===== src/rtl/sigmoid_backprop.sv =====
// ---------------------------------------------------------------------------
// sigmoid_backprop
//
// Backward pass of the piecewise-linear sigmoid. For each accepted pair
// (y, e) in signed Q8.24 it produces
//     d     = yc * (1 - yc)          (yc = y clamped to [0, 1])
//     delta = e * d
// One signed WIDTH x WIDTH multiplier is shared between the two products. A
// four-state FSM (IDLE -> MUL1 -> MUL2 -> HOLD) sequences it.
//
// Ports
//   clk        rising-edge clock
//   reset      synchronous, active-high reset
//   in_valid   y_in / err_in valid
//   in_ready   high only in IDLE; the block can accept a pair
//   y_in       forward activation, Q8.24
//   err_in     upstream error, Q8.24
//   out_valid  high in HOLD; delta_out / d_out valid
//   out_ready  consumer accepts the result
//   delta_out  e*y*(1-y), Q8.24
//   d_out      y*(1-y), Q8.24
// ---------------------------------------------------------------------------
module sigmoid_backprop #(
    parameter int WIDTH = 32,
    parameter int FRAC  = 24
) (
    input  logic             clk,
    input  logic             reset,
    input  logic             in_valid,
    output logic             in_ready,
    input  logic [WIDTH-1:0] y_in,
    input  logic [WIDTH-1:0] err_in,
    output logic             out_valid,
    input  logic             out_ready,
    output logic [WIDTH-1:0] delta_out,
    output logic [WIDTH-1:0] d_out
);

    localparam logic signed [WIDTH-1:0] ONE = WIDTH'(1) << FRAC;

    typedef enum logic [1:0] {
        IDLE = 2'd0,
        MUL1 = 2'd1,
        MUL2 = 2'd2,
        HOLD = 2'd3
    } state_t;

    state_t                  state_q, state_d;
    logic signed [WIDTH-1:0] y_q, y_d;
    logic signed [WIDTH-1:0] e_q, e_d;
    logic signed [WIDTH-1:0] d_q, d_d;
    logic signed [WIDTH-1:0] delta_q, delta_d;

    logic signed [WIDTH-1:0]   y_clamped;
    logic signed [WIDTH-1:0]   mul_a, mul_b;
    logic signed [2*WIDTH-1:0] mul_prod;
    logic signed [WIDTH-1:0]   mul_res;

    // Clamp the activation to [0, ONE], so that d is confined to [0, 0.25].
    always_comb begin
        if ($signed(y_in) < 0) begin
            y_clamped = '0;
        end else if ($signed(y_in) > ONE) begin
            y_clamped = ONE;
        end else begin
            y_clamped = $signed(y_in);
        end
    end

    // The shared multiplier. Its operands are selected from the current state
    // only, so the product never depends on the next-state logic.
    always_comb begin
        mul_a = '0;
        mul_b = '0;
        case (state_q)
            MUL1: begin
                mul_a = y_q;
                mul_b = ONE - y_q;
            end
            MUL2: begin
                mul_a = e_q;
                mul_b = d_q;
            end
            default: ;
        endcase
    end

    assign mul_prod = mul_a * mul_b;
    // The arithmetic shift floors toward -inf. No rounding and no saturation
    // are applied: |d| <= 0.25 keeps |delta| well inside the Q8.24 range.
    assign mul_res  = WIDTH'(mul_prod >>> FRAC);

    // NOTE: every output of this block gets a default first. Without one, some
    // path through the case statement would leave a signal unassigned and infer a latch.
    always_comb begin
        state_d   = state_q;
        y_d       = y_q;
        e_d       = e_q;
        d_d       = d_q;
        delta_d   = delta_q;
        in_ready  = 1'b0;
        out_valid = 1'b0;
        case (state_q)
            IDLE: begin
                in_ready = 1'b1;
                if (in_valid) begin
                    y_d     = y_clamped;
                    e_d     = $signed(err_in);
                    state_d = MUL1;
                end
            end
            MUL1: begin
                d_d     = mul_res;
                state_d = MUL2;
            end
            MUL2: begin
                delta_d = mul_res;
                state_d = HOLD;
            end
            HOLD: begin
                out_valid = 1'b1;
                if (out_ready) begin
                    state_d = IDLE;
                end
            end
            default: state_d = IDLE;
        endcase
    end

    // NOTE: sequential state is updated with non-blocking assignments, so every
    // register samples the values that were present before the clock edge.
    // NOTE: the datapath registers are reset along with the FSM. This keeps a
    // result that was aborted by reset from ever reaching delta_out / d_out.
    always_ff @(posedge clk) begin
        if (reset) begin
            state_q <= IDLE;
            y_q     <= '0;
            e_q     <= '0;
            d_q     <= '0;
            delta_q <= '0;
        end else begin
            state_q <= state_d;
            y_q     <= y_d;
            e_q     <= e_d;
            d_q     <= d_d;
            delta_q <= delta_d;
        end
    end

    assign delta_out = delta_q;
    assign d_out     = d_q;

endmodule


===== config.mk =====
export PLATFORM = sky130hd
export DESIGN_NAME = sigmoid_backprop
export DESIGN_NICKNAME = d
export VERILOG_FILES = /design/src/rtl/sigmoid_backprop.sv
export SDC_FILE = /design/constraint.sdc
export NUM_CORES = 2
export LEC_CHECK = 0
export CELL_PAD_IN_SITES_DETAIL_PLACEMENT = 0
export CELL_PAD_IN_SITES_GLOBAL_PLACEMENT = 2
export CORE_MARGIN = 1
export CORE_UTILIZATION = 30
export CTS_BUF_LIST = sky130_fd_sc_hd__clkbuf_8
export DETAILED_ROUTE_END_ITERATION = 8
export PLACE_DENSITY = 0.74
export SLEW_MARGIN = 30
export SYNTH_ARGS = -nofsm -noshare
export SYNTH_HDL_FRONTEND = slang
export SYNTH_SLANG_ARGS = --single-unit

===== constraint.sdc =====
create_clock -name clk -period 10 [get_ports clk]
set_input_delay 2 -clock clk [delete_from_list [all_inputs] [get_ports clk]]
set_output_delay 2 -clock clk [all_outputs]
set_load 0.02 [all_outputs]

* Yosys cells after proc, flatten, opt, wreduce, memory -nomap -nowiden
Cells that the tools add are included.
** Operators by class
- $add $sub $neg :: 1
- Multiply operators :: 1
- Magnitude comparators :: 2
- Equal/unequal tests :: 5
- Muxes and demuxes :: 9
- Reduce and logical (&&, ||, !) cells :: 3
** Operators by type and width (count)
- $pmux 32 s2 :: 2
- $mux 32 :: 2
- $mul 32x32->56 :: 1
- $gt 32x26->1 const B :: 1
- $lt 32x1->1 const B :: 1
- $sub 26x32->32 const A :: 1
- $pmux 2 s4 :: 1
- $eq 2x2->1 const B :: 2
- $mux 2 :: 2
- $ne 2x2->1 const B :: 2
- $reduce_and 2->1 :: 2
- $eq 2x1->1 const B :: 1
- $logic_not 2->1 :: 1
- $mux 1 :: 2
** Word-level totals
- Register bits after elaboration :: 130
- Output and inout bits :: 66
- Word-level logic and storage cells :: 26

* Depth between registers and ports, before layout
- Depth in word-level cells :: 3
- Depth in mapped cells :: 38
- Mapped depth without buffers :: 36

* Worst setup path before layout
No wires, ideal clock.
- Kind :: register -> register
- From :: register state_q[0]
- To :: register d_q[30] (netlist: d_out[30])
- Library setup time :: 120 ps
- Arrival :: 9345 ps
- Slack :: 535 ps
- Stages on the path, launching flop included :: 35
- Path buffers :: 7
- Period minus slack after synthesis :: 9465 ps
- Cell sequence :: dfxtp_1 > inv_1 > ha_1 > buf_2 > buf_1 > clkbuf_1 > clkbuf_1 > buf_1 > nand2_1 > o21ai_1 > clkbuf_1 > nand2_1 > inv_1 > fa_1 > fa_1 > fa_1 > inv_1 > fa_1 > inv_1 > fa_1 > fa_1 > fa_1 > fa_1 > ha_1 > clkbuf_1 > a21o_1 > a21o_1 > a21o_1 > a221o_1 > a221oi_1 > o21bai_1 > a21o_1 > nand2_1 > o21ai_0 > a211o_1
** Between the ends
- Longest elaborated chain between the ends :: 3
- Elaborated cells on any way between the ends :: 5
- Those cells by class :: mul (1); eq/ne (2); mux (2)
** Ends and longest elaborated chain
- start: declaration :: line 48 : state_t state_q, state_d;
- start signal: assignment :: line 142 : state_q <= state_d;
- $eq 2x2->1 or $eq 2x1->1 (tied branches) :: line 75, 103
- $pmux 32 s2 :: line 75 : case (state_q)
- $mul 32x32->56 :: line 88 : assign mul_prod = mul_a * mul_b;
- end signal: assignment :: line 139 : d_q <= '0;
- end signal: assignment :: line 145 : d_q <= d_d;
- end: declaration :: line 51 : logic signed [WIDTH-1:0] d_q, d_d;
Parallel ways exist; a longest one is shown, timed or not.
A chain may end at the register's enable or synchronous reset.

* Worst setup path after layout
- From :: register y_q[0]
- To :: register d_q[31] (netlist: d_out[31])
** Between the ends
- Longest elaborated chain between the ends :: 3
- Elaborated cells on any way between the ends :: 4
- Those cells by class :: add/sub (1); mul (1); mux (2)
** Ends and longest elaborated chain
- start: declaration :: line 49 : logic signed [WIDTH-1:0] y_q, y_d;
- start signal: assignment :: line 143 : y_q <= y_d;
- $sub 26x32->32 :: line 78 : mul_b = ONE - y_q;
- $pmux 32 s2 :: line 75
- $mul 32x32->56 (*) :: line 88
Every way passes the cells marked *; elsewhere a longest branch is shown, timed or not.

==> metrics <==
run status finished, final reports clean; global-route wire length before repair 210000 um; Yosys top cell area share between 50% and 60%; most common cell in the netlist inv_1; Pleak between 0.02 and 0.025 uW; Final Max Tran Viols 0; root buffer cell clkbuf_8; Die Span Y 362 um; YS warnings 0; Via density about 4.8; CP Capture Type flop; distinct cell type count after synthesis 75; Yosys top cell by area fa_1; # rows 131; ys flop type dfxtp_1; share of cells above drive strength 1 between 6 and 7%; Final HPWL DP around 120000 um; Max H-tree Level 4; post-synthesis sequential area ratio around 6.7%; initial core utilization 30.3%; ys async rst share 0%; EDFF count, synth 0; GRT Residual Overflow 0; Via Count 30095; DIE WIDTH about 360 um; Non-Filler Instances between 6000 and 7000; first-pass detailed-route iteration total 6; TritonCTS Sinks approximately 130; reg2reg start y_q[0]; largest net degree at the start of global routing 96; Final period util between 90 and 100%; Area after DPL between 40000 and 50000 um2; syn_nets roughly 5700; Hold EP e_q[8]; placed insts roughly 6200; nets 5799; die area between 100000 and 150000 um2; Worst Path Arrival between 9 and 10 ns; cell mode on critical path fa_1; relative slew slack between 30% and 40%; Layout area overhead 12.9%; R2R cell count 33; maxcap violations 0; cts hold-fix bufs 0; Tmin final approximately 9.6 ns; CP required between 10 and 15 ns; Post-Layout Inst Area 43800 um2; initial antenna violation count 5; All-Layer GR Usage a little over a fifth; vias in the first global route 32136; Final Hold Vio Count 0; DRC errors left 0; IO Pins 134; mapped cell area ~39000 um2; drt first-iter violations roughly 2100; Antenna Nets Post-Route 0; Setup TNS Final 0 ns; crit path max fanout 19; # setup viols final 0; Avg WL per Cell between 20 and 25 um; Hold WC Path Type reg2reg; highest-delay cell along the critical path or4_1; fmax between 100 and 150 MHz; total CTS buffers 17; Reg clk slew, reported paths approximately 0.080 ns; Detailed Route WL 139000 um; later-pin clock latency in the skew report ~0.45 ns; Commonest cells post-synth 1015 x inv_1, 982 x fa_1, 922 x nand2_1; Worst-Margin Slew between 0.9 and 1 ns; Worst path max stage delay slightly above 0.6 ns; PD cells between 40 and 50 nW/um2; RSZ-0062 raised after global routing no; CP Launch Type flop; Crit Reg-Reg Endpoint d_out[31]; gpl congestion around 0.94; Post-Syn Area per Cell 8.69 um2; register bit count reported by yosys between 100 and 150; hold path startpoint e_q[8]; hold depth 2; Buffers on Ports around 130; WS Path Type reg2reg; Syn Inst Count approximately 4500; Core Footprint 128000 um2; worst vdd rail ir drop a little over 0.1 mV; final clock skew around 0.02 ns; R2R Setup Slk 0.37 ns; top post-synthesis cells by area fa_1 51%, inv_1 9.8%, nand2_1 8.9%; CTS max path bufs 2; CTS tree built
[cell usage in the layout (no fill, tap or decap), types with 10 or more instances in the layout]
cell	synthesis	layout
inv_1	1015	1016
fa_1	982	982
nand2_1	922	921
nor2_1	241	241
buf_4	0	192
ha_1	176	174
clkdlybuf4s50_1	0	132
dfxtp_1	129	129
and2_1	106	106
a21oi_1	88	87
a22oi_1	53	53
xnor2_1	50	50
a21o_1	38	38
o21ai_0	36	34
mux2i_1	34	34
nor3_1	27	26
buf_12	0	26
nand3_1	24	24
clkbuf_8	0	21
a22o_1	21	19
a211oi_1	19	19
nand2b_1	17	17
nor2b_2	0	16
nand4_1	14	14
xor2_1	13	13
nor4_1	11	11
nor2b_1	29	11
or3_1	10	10
[how the worst max path moves through the flow]
stage | startpoint | endpoint
after detailed placement | y_q[4] | d_out[31]
final | y_q[0] | d_out[31]
after global placement | y_q[4] | d_out[27]
after floorplan | state_q[0] | d_out[30]
after global routing | y_q[0] | d_out[23]
after CTS | y_q[4] | d_out[31]
[per-stage QoR]
stage               power [uW]  setup WS, ns  utilization [%]  hold WS (ns)
finish                    2030         0.370             34.3         0.466
global route              2120        0.0150             34.3         0.483
detailed placement        1570         0.105             33.8         0.455
global placement          1570         0.191             33.8         0.451
floorplan                 1120         0.535                -         0.436
CTS                       2010        0.0505             34.1         0.466
[where the power goes]
| group | total, uW | internal [uW] | leakage (uW) | switching [uW] |
|---|---|---|---|---|
| clock | 444 | 220 | 0.000198 | 224 |
| sequential | 614 | 562 | 0.00105 | 52.0 |
| combinational | 974 | 322 | 0.0195 | 652 |
| total | 2030 | 1100 | 0.0207 | 928 |
[cell families (layout without fill, tap and decap cells)]
family | Yosys count | count (layout) | synth area share, %
other | 0 | 1 | 0
xor gates and xnor gates | 66 | 66 | 1.58
DFF | 129 | 129 | 6.66
adders and majority gates | 1158 | 1158 | 56.4
and+or+nand+nor | 1443 | 1443 | 15.8
buffers and inverters | 1279 | 1403 | 12.4
muxes | 34 | 34 | 0.877
AOI/OAI and AO/OA | 353 | 353 | 6.32
[routing by layer]
| metal | vias to the layer above | global-route usage [%] | wire length, um |
|---|---|---|---|
| met2 | 788 | 37.7 | 69300 |
| met5 | - | 0 | 13 |
| met3 | 133 | 1.91 | 5810 |
| met4 | 2 | 5.02 | 3630 |
| li1 | 13334 | - | - |
| met1 | 15838 | 29.0 | 60200 |
[worst max-delay path, delay by kind of cell (launching register included)]
| kind | cells | cell delay, ns |
|---|---|---|
| adders and majority gates | 9 | 4.51 |
| AOI/OAI and AO/OA | 10 | 2.24 |
| and+or+nand+nor | 3 | 1.23 |
| buffers and inverters | 10 | 1.08 |
| DFF | 1 | 0.31 |
| xor gates and xnor gates | 1 | 0.14 |
[state kept, by name (all words and copies together), names as in the netlist]
register / cells
e_q: 32
state_q: 2
y_q: 31
d_out: 32
delta_out: 32
[cell type report]
class	instances	area [um2]
fillers	13521	84100
inverters	1015	3810
flip-flops and latches	129	2580
clock inverters	11	87.6
diodes	1	2.50
repair buffers	356	3370
well taps	1662	2080
clock buffers	21	289
multi-input cells	3054	31600
[timing repair]
item                                    in CTS  in global routing
setup buffers                                0                  4
resized for setup                            0                 18
endpoints found under the setup margin       0                 37
Power figures use the tool's default switching activity.
